$ cat src/rtl/cache_axi_bridge.sv
// Cache line refill/writeback bridge to an AXI4 master port.
// Moves one whole cache line per request as a single INCR burst of 64-bit beats.
module cache_axi_bridge #(
    parameter int ID_WIDTH   = 4,
    parameter int AXI_ID     = 0,
    parameter int LINE_BEATS = 8
) (
    input  logic                       clk,
    input  logic                       rst_n,

    input  logic                       req_valid,
    output logic                       req_ready,
    input  logic                       req_write,
    input  logic [31:0]                req_addr,
    input  logic [LINE_BEATS*64-1:0]   req_wdata,

    output logic                       resp_valid,
    input  logic                       resp_ready,
    output logic [LINE_BEATS*64-1:0]   resp_rdata,
    output logic                       resp_err,

    output logic [ID_WIDTH-1:0]        m_axi_awid,
    output logic [31:0]                m_axi_awaddr,
    output logic [7:0]                 m_axi_awlen,
    output logic [2:0]                 m_axi_awsize,
    output logic [1:0]                 m_axi_awburst,
    output logic                       m_axi_awvalid,
    input  logic                       m_axi_awready,

    output logic [63:0]                m_axi_wdata,
    output logic [7:0]                 m_axi_wstrb,
    output logic                       m_axi_wlast,
    output logic                       m_axi_wvalid,
    input  logic                       m_axi_wready,

    input  logic [ID_WIDTH-1:0]        m_axi_bid,
    input  logic [1:0]                 m_axi_bresp,
    input  logic                       m_axi_bvalid,
    output logic                       m_axi_bready,

    output logic [ID_WIDTH-1:0]        m_axi_arid,
    output logic [31:0]                m_axi_araddr,
    output logic [7:0]                 m_axi_arlen,
    output logic [2:0]                 m_axi_arsize,
    output logic [1:0]                 m_axi_arburst,
    output logic                       m_axi_arvalid,
    input  logic                       m_axi_arready,

    input  logic [ID_WIDTH-1:0]        m_axi_rid,
    input  logic [63:0]                m_axi_rdata,
    input  logic [1:0]                 m_axi_rresp,
    input  logic                       m_axi_rlast,
    input  logic                       m_axi_rvalid,
    output logic                       m_axi_rready
);

    localparam int LW = LINE_BEATS * 64;
    localparam int BW = $clog2(LINE_BEATS);
    localparam logic [BW-1:0]       LAST_BEAT  = BW'(LINE_BEATS - 1);
    localparam logic [ID_WIDTH-1:0] ID         = ID_WIDTH'(AXI_ID);
    localparam logic [31:0]         ALIGN_MASK = ~32'(LINE_BEATS * 8 - 1);
    localparam logic [7:0]          BURST_LEN  = 8'(LINE_BEATS - 1);

    localparam logic [2:0] S_IDLE = 3'd0;
    localparam logic [2:0] S_AR   = 3'd1;
    localparam logic [2:0] S_R    = 3'd2;
    localparam logic [2:0] S_AW   = 3'd3;
    localparam logic [2:0] S_W    = 3'd4;
    localparam logic [2:0] S_B    = 3'd5;
    localparam logic [2:0] S_RESP = 3'd6;

    logic [2:0]    state;
    logic [31:0]   addr_q;
    logic [LW-1:0] wline_q;
    logic [LW-1:0] rline_q;
    logic [BW-1:0] beat_cnt;
    logic          err_q;
    logic [BW+5:0] beat_lsb;
    logic          req_fire;
    logic          last_beat;
    logic          r_bad;
    logic          b_bad;

    assign req_fire  = (state == S_IDLE) && req_valid;
    assign last_beat = (beat_cnt == LAST_BEAT);
    assign beat_lsb  = {beat_cnt, 6'd0};
    assign r_bad     = (m_axi_rresp != 2'b00) || (m_axi_rid != ID) || (m_axi_rlast != last_beat);
    assign b_bad     = (m_axi_bresp != 2'b00) || (m_axi_bid != ID);

    always_ff @(posedge clk or negedge rst_n) begin
        if (!rst_n) begin
            state    <= S_IDLE;
            beat_cnt <= '0;
            err_q    <= 1'b0;
            rline_q  <= '0;
        end else begin
            case (state)
                S_IDLE: begin
                    if (req_valid) begin
                        beat_cnt <= '0;
                        err_q    <= 1'b0;
                        state    <= req_write ? S_AW : S_AR;
                    end
                end
                S_AR: if (m_axi_arready) state <= S_R;
                // The burst length, not rlast, decides when the refill is done.
                S_R: begin
                    if (m_axi_rvalid) begin
                        rline_q[beat_lsb +: 64] <= m_axi_rdata;
                        beat_cnt                <= beat_cnt + BW'(1);
                        if (r_bad) err_q <= 1'b1;
                        if (last_beat) state <= S_RESP;
                    end
                end
                S_AW: if (m_axi_awready) state <= S_W;
                S_W: begin
                    if (m_axi_wready) begin
                        beat_cnt <= beat_cnt + BW'(1);
                        if (last_beat) state <= S_B;
                    end
                end
                S_B: begin
                    if (m_axi_bvalid) begin
                        if (b_bad) err_q <= 1'b1;
                        state <= S_RESP;
                    end
                end
                S_RESP: if (resp_ready) state <= S_IDLE;
                default: state <= S_IDLE;
            endcase
        end
    end

    // Request payload only needs to be valid while its burst is in flight.
    always_ff @(posedge clk) begin
        if (req_fire) begin
            addr_q  <= req_addr & ALIGN_MASK;
            wline_q <= req_wdata;
        end
    end

    assign req_ready  = (state == S_IDLE);
    assign resp_valid = (state == S_RESP);
    assign resp_rdata = rline_q;
    assign resp_err   = err_q;

    assign m_axi_arvalid = (state == S_AR);
    assign m_axi_araddr  = addr_q;
    assign m_axi_arlen   = BURST_LEN;
    assign m_axi_arsize  = 3'd3;
    assign m_axi_arburst = 2'b01;
    assign m_axi_arid    = ID;
    assign m_axi_rready  = (state == S_R);

    assign m_axi_awvalid = (state == S_AW);
    assign m_axi_awaddr  = addr_q;
    assign m_axi_awlen   = BURST_LEN;
    assign m_axi_awsize  = 3'd3;
    assign m_axi_awburst = 2'b01;
    assign m_axi_awid    = ID;

    assign m_axi_wvalid  = (state == S_W);
    assign m_axi_wdata   = wline_q[beat_lsb +: 64];
    assign m_axi_wstrb   = 8'hFF;
    assign m_axi_wlast   = last_beat;
    assign m_axi_bready  = (state == S_B);

endmodule

$ cat config.mk
export PLATFORM = sky130hd
export DESIGN_NAME = cache_axi_bridge
export DESIGN_NICKNAME = d
export VERILOG_FILES = /design/src/rtl/cache_axi_bridge.sv
export SDC_FILE = /design/constraint.sdc
export NUM_CORES = 1
export LEC_CHECK = 0
export ABC_AREA = 1
export CAP_MARGIN = 5
export CORE_AREA = 8 8 512 514
export DETAILED_ROUTE_END_ITERATION = 10
export DIE_AREA = 0 0 520 522
export PLACE_DENSITY_LB_ADDON = 0.15
export SLEW_MARGIN = 20
export SYNTH_ARGS = -nofsm -noshare
export SYNTH_HDL_FRONTEND = slang
export SYNTH_SLANG_ARGS = --single-unit
export TNS_END_PERCENT = 50
$ cat constraint.sdc
create_clock -name clk -period 52.1 [get_ports clk]
set_input_delay 10.42 -clock clk [delete_from_list [all_inputs] [get_ports clk]]
set_output_delay 10.42 -clock clk [all_outputs]
set_load 0.1 [all_outputs]
# Yosys cells after proc, flatten, opt, wreduce, memory -nomap -nowiden
# Index checks and enable logic that the tools add are counted.
[word_totals] wordCells=67 reg_bits=1057 output_inout_bits=691
[op_classes] eq_ne=19 shift=3 reduce_logical=15 addsub=2 mux=22
[op_table] operator="512-bit bitwise mux" n=1
[op_table] operator="64-bit by 11-bit variable shift with 512-bit output (first input constant)" n=1
[op_table] operator="512-bit by 10-bit variable part select with 64-bit output" n=1
[op_table] operator="64-bit by 11-bit variable part select with 512-bit output" n=1
[op_table] operator="3-bit 2-to-1 mux" n=12
[op_table] operator="3-bit case mux with 7 select lines" n=1
[op_table] operator="2-bit by 1-bit inequality test with 1-bit output (second input constant)" n=8
[op_table] operator="3-bit equality test (second input constant)" n=4
[op_table] operator="9-bit negator with 11-bit output" n=1
[op_table] operator="3-bit case mux with 3 select lines" n=1
[op_table] operator="9-bit AND reduction" n=1
[op_table] operator="4-bit nonzero test" n=2
[op_table] operator="3-bit by 2-bit equality test with 1-bit output (second input constant)" n=2
[op_table] operator="2-bit inequality test (second input constant)" n=3
[op_table] operator="6-bit AND reduction" n=1
[op_table] operator="3-bit nonzero test" n=2
[op_table] operator="1-bit 2-to-1 mux" n=5
[op_table] operator="4-bit AND reduction" n=1
[op_table] operator="2-bit nonzero test" n=2
[op_table] operator="3-bit by 1-bit adder with 3-bit output (second input constant)" n=1
[op_table] operator="3-bit by 1-bit equality test with 1-bit output (second input constant)" n=1
[op_table] operator="3-bit logical NOT" n=1
[op_table] operator="1-bit logical OR" n=3
[op_table] operator="1-bit case mux with 3 select lines" n=1
[op_table] operator="4 further kinds" n=4

# Longest topological paths before layout
# Gate-level depths: netlist (run 1).
[logic_depth] word_depth=6 depth_mapped=13 depth_no_buf=10

# Worst setup path before layout (run 1)
# OpenSTA, ideal clock, no wires.
[synth_timing] kind="input -> register" start="input req_valid" end="register addr_q[10] (netlist: m_axi_araddr[10]) (enable)" slack_ps=17581 cell_stages=6 n_path_buf=0 required_time_ps=50648 t_arrival_ps=33068 cell_sequence="inv_1 -> nand3_1 -> nand2_1 -> nor2_1 -> nand3_1 -> nor2_1"
[synth_via] elab_chain_cells=1
[synth_lines] item="start, declared" line="11" text="input logic req_valid,"
[synth_lines] item="1-bit logical AND" line="84" text="assign req_fire = (state == S_IDLE) && req_valid;"
[synth_lines] item="net req_fire" line="79" text="logic req_fire;"
[synth_lines] item="end signal, assigned" line="137" text="addr_q <= req_addr & ALIGN_MASK;"
[synth_lines] item="end, declared" line="73" text="logic [31:0] addr_q;"
# The timed path passes the listed nets, and every way through them passes these cells.
# A chain may end at the register's enable or synchronous reset.

# Worst setup path in the final report (run 1)
[layout_timing] start="register beat_cnt[0]" end="output m_axi_wdata[42]"
[layout_via] elab_chain_cells=1
[layout_lines] item="start, declared" line="76" text="logic [BW-1:0] beat_cnt;"
[layout_lines] item="start signal, assigned" line="110" text="beat_cnt <= beat_cnt + BW'(1);"
[layout_lines] item="start signal, assigned" line="118" text="beat_cnt <= beat_cnt + BW'(1);"
[layout_lines] item="512-bit by 10-bit variable part select with 64-bit output" line="163" text="assign m_axi_wdata = wline_q[beat_lsb +: 64];"
[layout_lines] item="end, declared" line="30" text="output logic [63:0] m_axi_wdata,"
# Every way passes these cells.

==> metrics, run 1 <==
critical path's slowest cell=clkdlybuf4s50_1; WL/cell=between 20 and 30 um; metal2 WL=between 100000 and 150000 um; Longest Clk Path Bufs=3; Post-CTS Hold Buffers=0; antenna violations before repair=140; crit path DAT=~5600 ps; Gate power share=about 47%; cell count after synthesis=3650; Max Freq=about 62 MHz; Worst Skew=37.2 ps; Die Ht=522 um; cts bufs inserted=~140; Clk pin slew, worst setup/hold paths=about 50 ps; ANT nets after route=0; critical-path cell list=buf_4 > buf_4 > buf_4 > o21ai_0 > o22ai_1 > nand2_1 > nand2_1 > clkdlybuf4s50_1; met3 WL=approximately 22000 um; first-pass GRT wire length=between 200000 and 300000 um; CP Buf/Inv Count=4; Synth Area per Inst=~11 sq um; gr ovfl total=0; mapped cell area=about 41000 sq um; fin nets=5466; total negative slack=0 ps; Sink Count=approximately 1100; status=complete, no violations; placer congestion estimate=between 0.7 and 0.8; synth-to-layout area growth=49.7%; startpoint types=flip-flop; highest metal used=met5; max-cap violations=0; layout cell share with drive strength beyond 1=under 10%; Residual DRC=0; crit-path leading delay family=buffers and inverters; P_leak=23.2 nW; sequential fraction of the synthesis area=71.1%; PD cells=slightly above 70 nW/um^2; Worst Min Path Start=resp_rdata[283]; NetSw=approximately 2.2 mW; Setup Buffers After CTS=0; Non-Filler Instances=approximately 8300; Post-Layout Inst Area=roughly 61000 sq um; final WL=around 220000 um; most frequent CP cell=buf_4; drt first pass iters=8; critical path class=reg2out; Clk Latency, worst-skew pair=about 800 ps; HPWL after DPL=163000 um; Root Buffer Master=clkbuf_16; Synth warnings=0; R2R Path Start=beat_cnt[1]; largest net degree at the start of global routing=roughly 160; via count=between 30000 and 40000; M1 WL=between 80000 and 90000 um; Netlist cell types=29; Die W=approximately 520 um; min-delay worst type=reg2reg; Die ar.=roughly 270000 sq um; critical-path maximum fanout=59; RSZ-0062 raised after global routing=no; Final Setup Violations=0; total power=4.35 mW; placed cell areas=56600 sq um; Net Sw Frac=between 40% and 50%; 1st-iter DRT viols=roughly 1900; TritonCTS clock tree=yes; post_cts resized=0; Worst path max stage delay=around 1200 ps; clock power share=around 23%; CP startpoint=beat_cnt[0]; P_int=approximately 2.2 mW; vias per std cell=between 3 and 4; Core Area=approximately 250000 sq um; required time worst endpoint=roughly 42000 ps; CP endpoint kind=output pin; fin crit period=16010 ps; VDD IR max=around 0.064 mV; Initial Util=~16%; Slew Viols, Final=0; total I/O pin count=1322; Slew Limit Headroom=a little over a fifth; Worst-Margin Slew=around 1200 ps; vias in the first global route=between 30000 and 40000; H-tree Lvls=4; Rows=185; Seq pwr share=a little under a third; gr usage total=~15%; number of I/O port buffers=roughly 1300; Synth Register Bits=roughly 1100; number of instances in the placed design=roughly 8000; Final period util=between 30 and 40%; Final Hold Viols=0
power by group through the flow:
| stage | clock (mW) | sequential (mW) | combinational, mW |
|---|---|---|---|
| floorplan | 0 | 2.10 | 0.900 |
| global placement | 0 | 1.36 | 2.07 |
| detailed placement | 0 | 1.36 | 2.06 |
| CTS | 1.03 | 1.35 | 2.07 |
| global route | 1.05 | 1.37 | 2.13 |
| finish | 0.984 | 1.34 | 2.02 |
synth_stat cells, drive strengths merged:
cell | number | area share [%]
nor3 | 5 | 0.10
nand4 | 9 | 0.14
clkinv | 1 | 0.0091
edfxtp | 538 | 39
nand3 | 143 | 1.7
o21ai | 578 | 7.1
clkbuf | 108 | 0.99
a21oi | 170 | 2.1
conb | 2 | 0.018
nor4 | 2 | 0.031
dfrtp | 519 | 32
nor2 | 540 | 5.0
o22ai | 128 | 2.0
inv | 90 | 0.82
ha | 7 | 0.21
nand2 | 592 | 5.4
buf | 218 | 3.3
through the flow:
step	setup WS, ps	hold WS [ps]	util, %
after floorplan	17580	560	-
after global placement	35460	459	22.3
after detailed placement	35430	463	22.3
after CTS	35910	477	24.2
after global routing	35810	501	24.2
final	36090	472	24.2
flip-flops by register name, summed over array words and instances, names as in the netlist:
signal	flops
m_axi_araddr	26
resp_rdata	512
beat_cnt	3
wline_q	512
state	3
resp_err	1
layout by cell type (no fill, tap or decap), types with 3 or more instances in the layout:
| cell type | instances |
|---|---|
| inv_1 | 84 |
| nor3_1 | 3 |
| nand3_4 | 3 |
| clkbuf_1 | 26 |
| o21ai_0 | 401 |
| buf_2 | 4 |
| o21ai_1 | 177 |
| diode_2 | 38 |
| nand4_1 | 9 |
| inv_4 | 3 |
| a21oi_1 | 170 |
| nand3_1 | 140 |
| dfrtp_1 | 516 |
| inv_6 | 7 |
| nand2_1 | 590 |
| nor2_1 | 534 |
| edfxtp_1 | 538 |
| clkinv_2 | 16 |
| buf_4 | 102 |
| bufinv_16 | 10 |
| conb_1 | 54 |
| o22ai_1 | 128 |
| clkbuf_8 | 16 |
| nor2_4 | 6 |
| clkbuf_16 | 140 |
| clkinvlp_4 | 3 |
| clkinv_1 | 17 |
| clkinv_16 | 7 |
| clkdlybuf4s50_1 | 1202 |
| dfrtp_4 | 3 |
| ha_1 | 6 |
logic make-up after synthesis:
logic type / after synthesis / synth area share, %
fa+ha+maj: 7 / 0.214
simple gates: 1291 / 12.4
compound gates: 876 / 11.1
flops: 1057 / 71.1
buf+inv: 417 / 5.16
other cells: 2 / 0.0183
layout make-up:
type	count	area, sq um
fill	27200	192000
sequential	1057	29200
timing repair buffer	1312	12900
multi-input combinational	2228	10000
tap	3366	4210
clock buffer	182	3820
clock inverter	65	822
inverter	91	362
antenna	38	95.1
tightest hold or removal path, delay by kind of cell (launching register included):
kind,cells,cell delay [ps]
flops,1,340
simple gates,2,100
final timing paths:
kind	end	slack (ps)	depth (start not counted)
worst max-delay path	m_axi_wdata[42]	36090	8
worst min-delay path	resp_rdata[283]	470	2
worst max register to register	wline_q[46]	45260	13
worst min register to register	resp_rdata[283]	470	2
max in group asynchronous	resp_rdata[177]	37890	6
min in group asynchronous	resp_rdata[320]	9600	1
routing by layer:
layer / track usage (%) / vias up
li1: - / 14900
met1: 16.4 / 15900
met2: 26.8 / 1315
met3: 7.14 / 438
met4: 5.45 / 110
met5: 0 / -
Note: power is estimated with default switching activity, not from simulation.
==> run 2, diff against run 1 <==
- CORE_AREA: 8 8 512 514 -> 8 8 503 505
- DIE_AREA: 0 0 520 522 -> 0 0 511 513
- clock period: 52.1 -> 16.32 ns (I/O delays scaled with it)
==> run 2 against run 1 <==
Against the previous run:
- first-iteration DRC count grew 4.6%
- flip-flop and latch count is the same
- combinational power grew to 3.2 times the previous value
- sequential power grew to 3.2 times the previous value
- setup slack lost 29000 ps
- clock power grew to 3.0 times the previous value
- power grew to 3.2 times the previous value
- non-clock buffer count shrank 6
- utilization grew 0.68 points
==> metrics, run 2 (synthesis results as in run 1) <==
status=complete, no violations (unchanged); Non-Filler Instances=8189 (was 8339); Slew Limit Headroom=20.5% (was 21.6%); critical-path maximum fanout=70 (was 59); fin crit period=approximately 9100 ps; ANT nets after route=0 (unchanged); first-pass GRT wire length=293000 um (about the same); Root Buffer Master=clkbuf_16 (unchanged); met1 Use GR=16.6% (was 16.4%); min-delay worst type=reg2reg (unchanged); setup ws final=7260 ps (was 36090 ps); NetSw=6.87 mW (was 2.15 mW); most common cell after layout, fill and taps aside=clkdlybuf4s50_1 (unchanged); gr ovfl total=0 (unchanged); clock power share=21.8% (was 22.6%); Place WS=7860 ps (was 35430 ps); gr busiest metal=met2 (unchanged); Clk pin slew, worst setup/hold paths=50 ps (about the same); cts bufs inserted=138 (unchanged); 1st-iter DRT viols=1979 (was 1892); H-tree Lvls=4 (unchanged); largest net degree at the start of global routing=187 (was 162); Gate power share=47.0% (was 46.5%); GRT met3 Usage=7.80% (was 7.14%); Post-CTS Hold Buffers=0 (unchanged); Core Area=245000 sq um (was 253000 sq um); Net Sw Frac=50.0% (was 49.4%); Max Freq=about 110 MHz; Setup Buffers After CTS=0 (unchanged); WL/cell=26.5 um (was 26.2 um); Sink Count=1057 (unchanged); routing usage on met2=27.5% (was 26.8%); required time worst endpoint=13060 ps (was 41680 ps); Clk Latency, worst-skew pair=810 ps (was 800 ps); P_int=6.87 mW (was 2.20 mW); Rows=182 (was 185); Residual DRC=0 (unchanged); max-cap violations=0 (unchanged); hold_ws=467 ps (was 472 ps); layout cell share with drive strength beyond 1=6.56% (was 6.85%); post_cts resized=0 (unchanged); total I/O pin count=1322 (unchanged); Worst Skew=35.2 ps (was 37.2 ps); TritonCTS clock tree=yes (unchanged); Longest Clk Path Bufs=3 (unchanged); critical path class=reg2out (unchanged); vias per std cell=3.96 (was 3.92); Final Hold Viols=0 (unchanged); HPWL after DPL=161000 um (was 163000 um); Die Ht=513 um (was 522 um); number of I/O port buffers=1261 (unchanged); startpoint types=flip-flop (unchanged); placer congestion estimate=0.781 (was 0.769); Final period util=a little under three fifths; fin nets=5460 (was 5466); Final Setup Violations=0 (unchanged); drt first pass iters=5 (was 8); Die ar.=262000 sq um (was 271000 sq um); Slew Viols, Final=0 (unchanged); number of instances in the placed design=7901 (was 8054); final WL=217000 um (was 218000 um); synth-to-layout area growth=48.6% (was 49.7%); Worst-Margin Slew=1190 ps (was 1180 ps); commonest non-fill, non-tap cells in the layout=clkdlybuf4s50_1, nand2_1, edfxtp_1, nor2_1, dfrtp_1 (unchanged); VDD IR max=0.201 mV (was 0.0642 mV); PD cells=225 nW/um^2 (was 70.9 nW/um^2); antenna violations before repair=143 (was 140); Initial Util=16.7% (was 16.2%); CP endpoint kind=output pin (unchanged); Seq pwr share=31.2% (was 30.9%); gr usage total=15.9% (was 15.4%); vias in the first global route=33700 (was 33800); total negative slack=0 ps (unchanged); RSZ-0062 raised after global routing=no (unchanged); via count=32500 (was 32700); Die W=511 um (was 520 um); crit path DAT=5790 ps (was 5590 ps); P_leak=23.1 nW (was 23.2 nW)
[run 2: through the flow]
stage	cell area [sq um]	total power, mW	util [%]
floorplan	41200	9.01	-
global placement	56400	10.9	23.0
detailed placement	56400	10.9	23.0
CTS	60800	14.0	24.8
global route	60900	14.4	24.9
finish	60900	13.7	24.9
[run 2: cell type report]
type / count / area (sq um)
clock buffers: 185 / 3740
clock inverters: 57 / 662
repair buffers: 1306 / 12900
well taps: 3220 / 4030
multi-input cells: 2228 / 10000
diodes: 45 / 113
inverters: 91 / 362
flip-flops and latches: 1057 / 29200
fillers: 26200 / 184000
[run 2: layer usage]
metal | part of all wire (%) | wire length [um] | up-vias
li1 | - | - | 14900
met1 | 36 | 78900 | 15700
met2 | 49 | 107000 | 1303
met3 | 10 | 22500 | 430
met4 | 3.6 | 7790 | 136
met5 | 0.40 | 870 | -
[run 2: critical path, cell delays in order, from the launching register on]
cell and delay, ps:
dfrtp_4 730, buf_4 690, buf_4 670, buf_4 730, o21ai_0 220, o22ai_1 390
nand2_1 100, nand2_1 90, clkdlybuf4s50_1 1180
[run 2: worst paths after layout]
path,startpoint,to,slack (ps),depth (start not counted)
max,beat_cnt[0],m_axi_wdata[29],7260,8
min,resp_rdata[295],resp_rdata[295],470,2
max reg2reg,beat_cnt[0],m_axi_araddr[14],10700,11
min reg2reg,resp_rdata[295],resp_rdata[295],470,2
max in group asynchronous,rst_n,resp_rdata[32],11110,4
min in group asynchronous,rst_n,resp_rdata[66],2390,1
[run 2: power groups by stage]
stage / sequential, mW / clock, mW / combinational [mW]
final: 4.29 / 3.00 / 6.45
after global routing: 4.39 / 3.21 / 6.79
after CTS: 4.31 / 3.13 / 6.59
after detailed placement: 4.35 / 0 / 6.57
after global placement: 4.34 / 0 / 6.58
after floorplan: 6.13 / 0 / 2.88
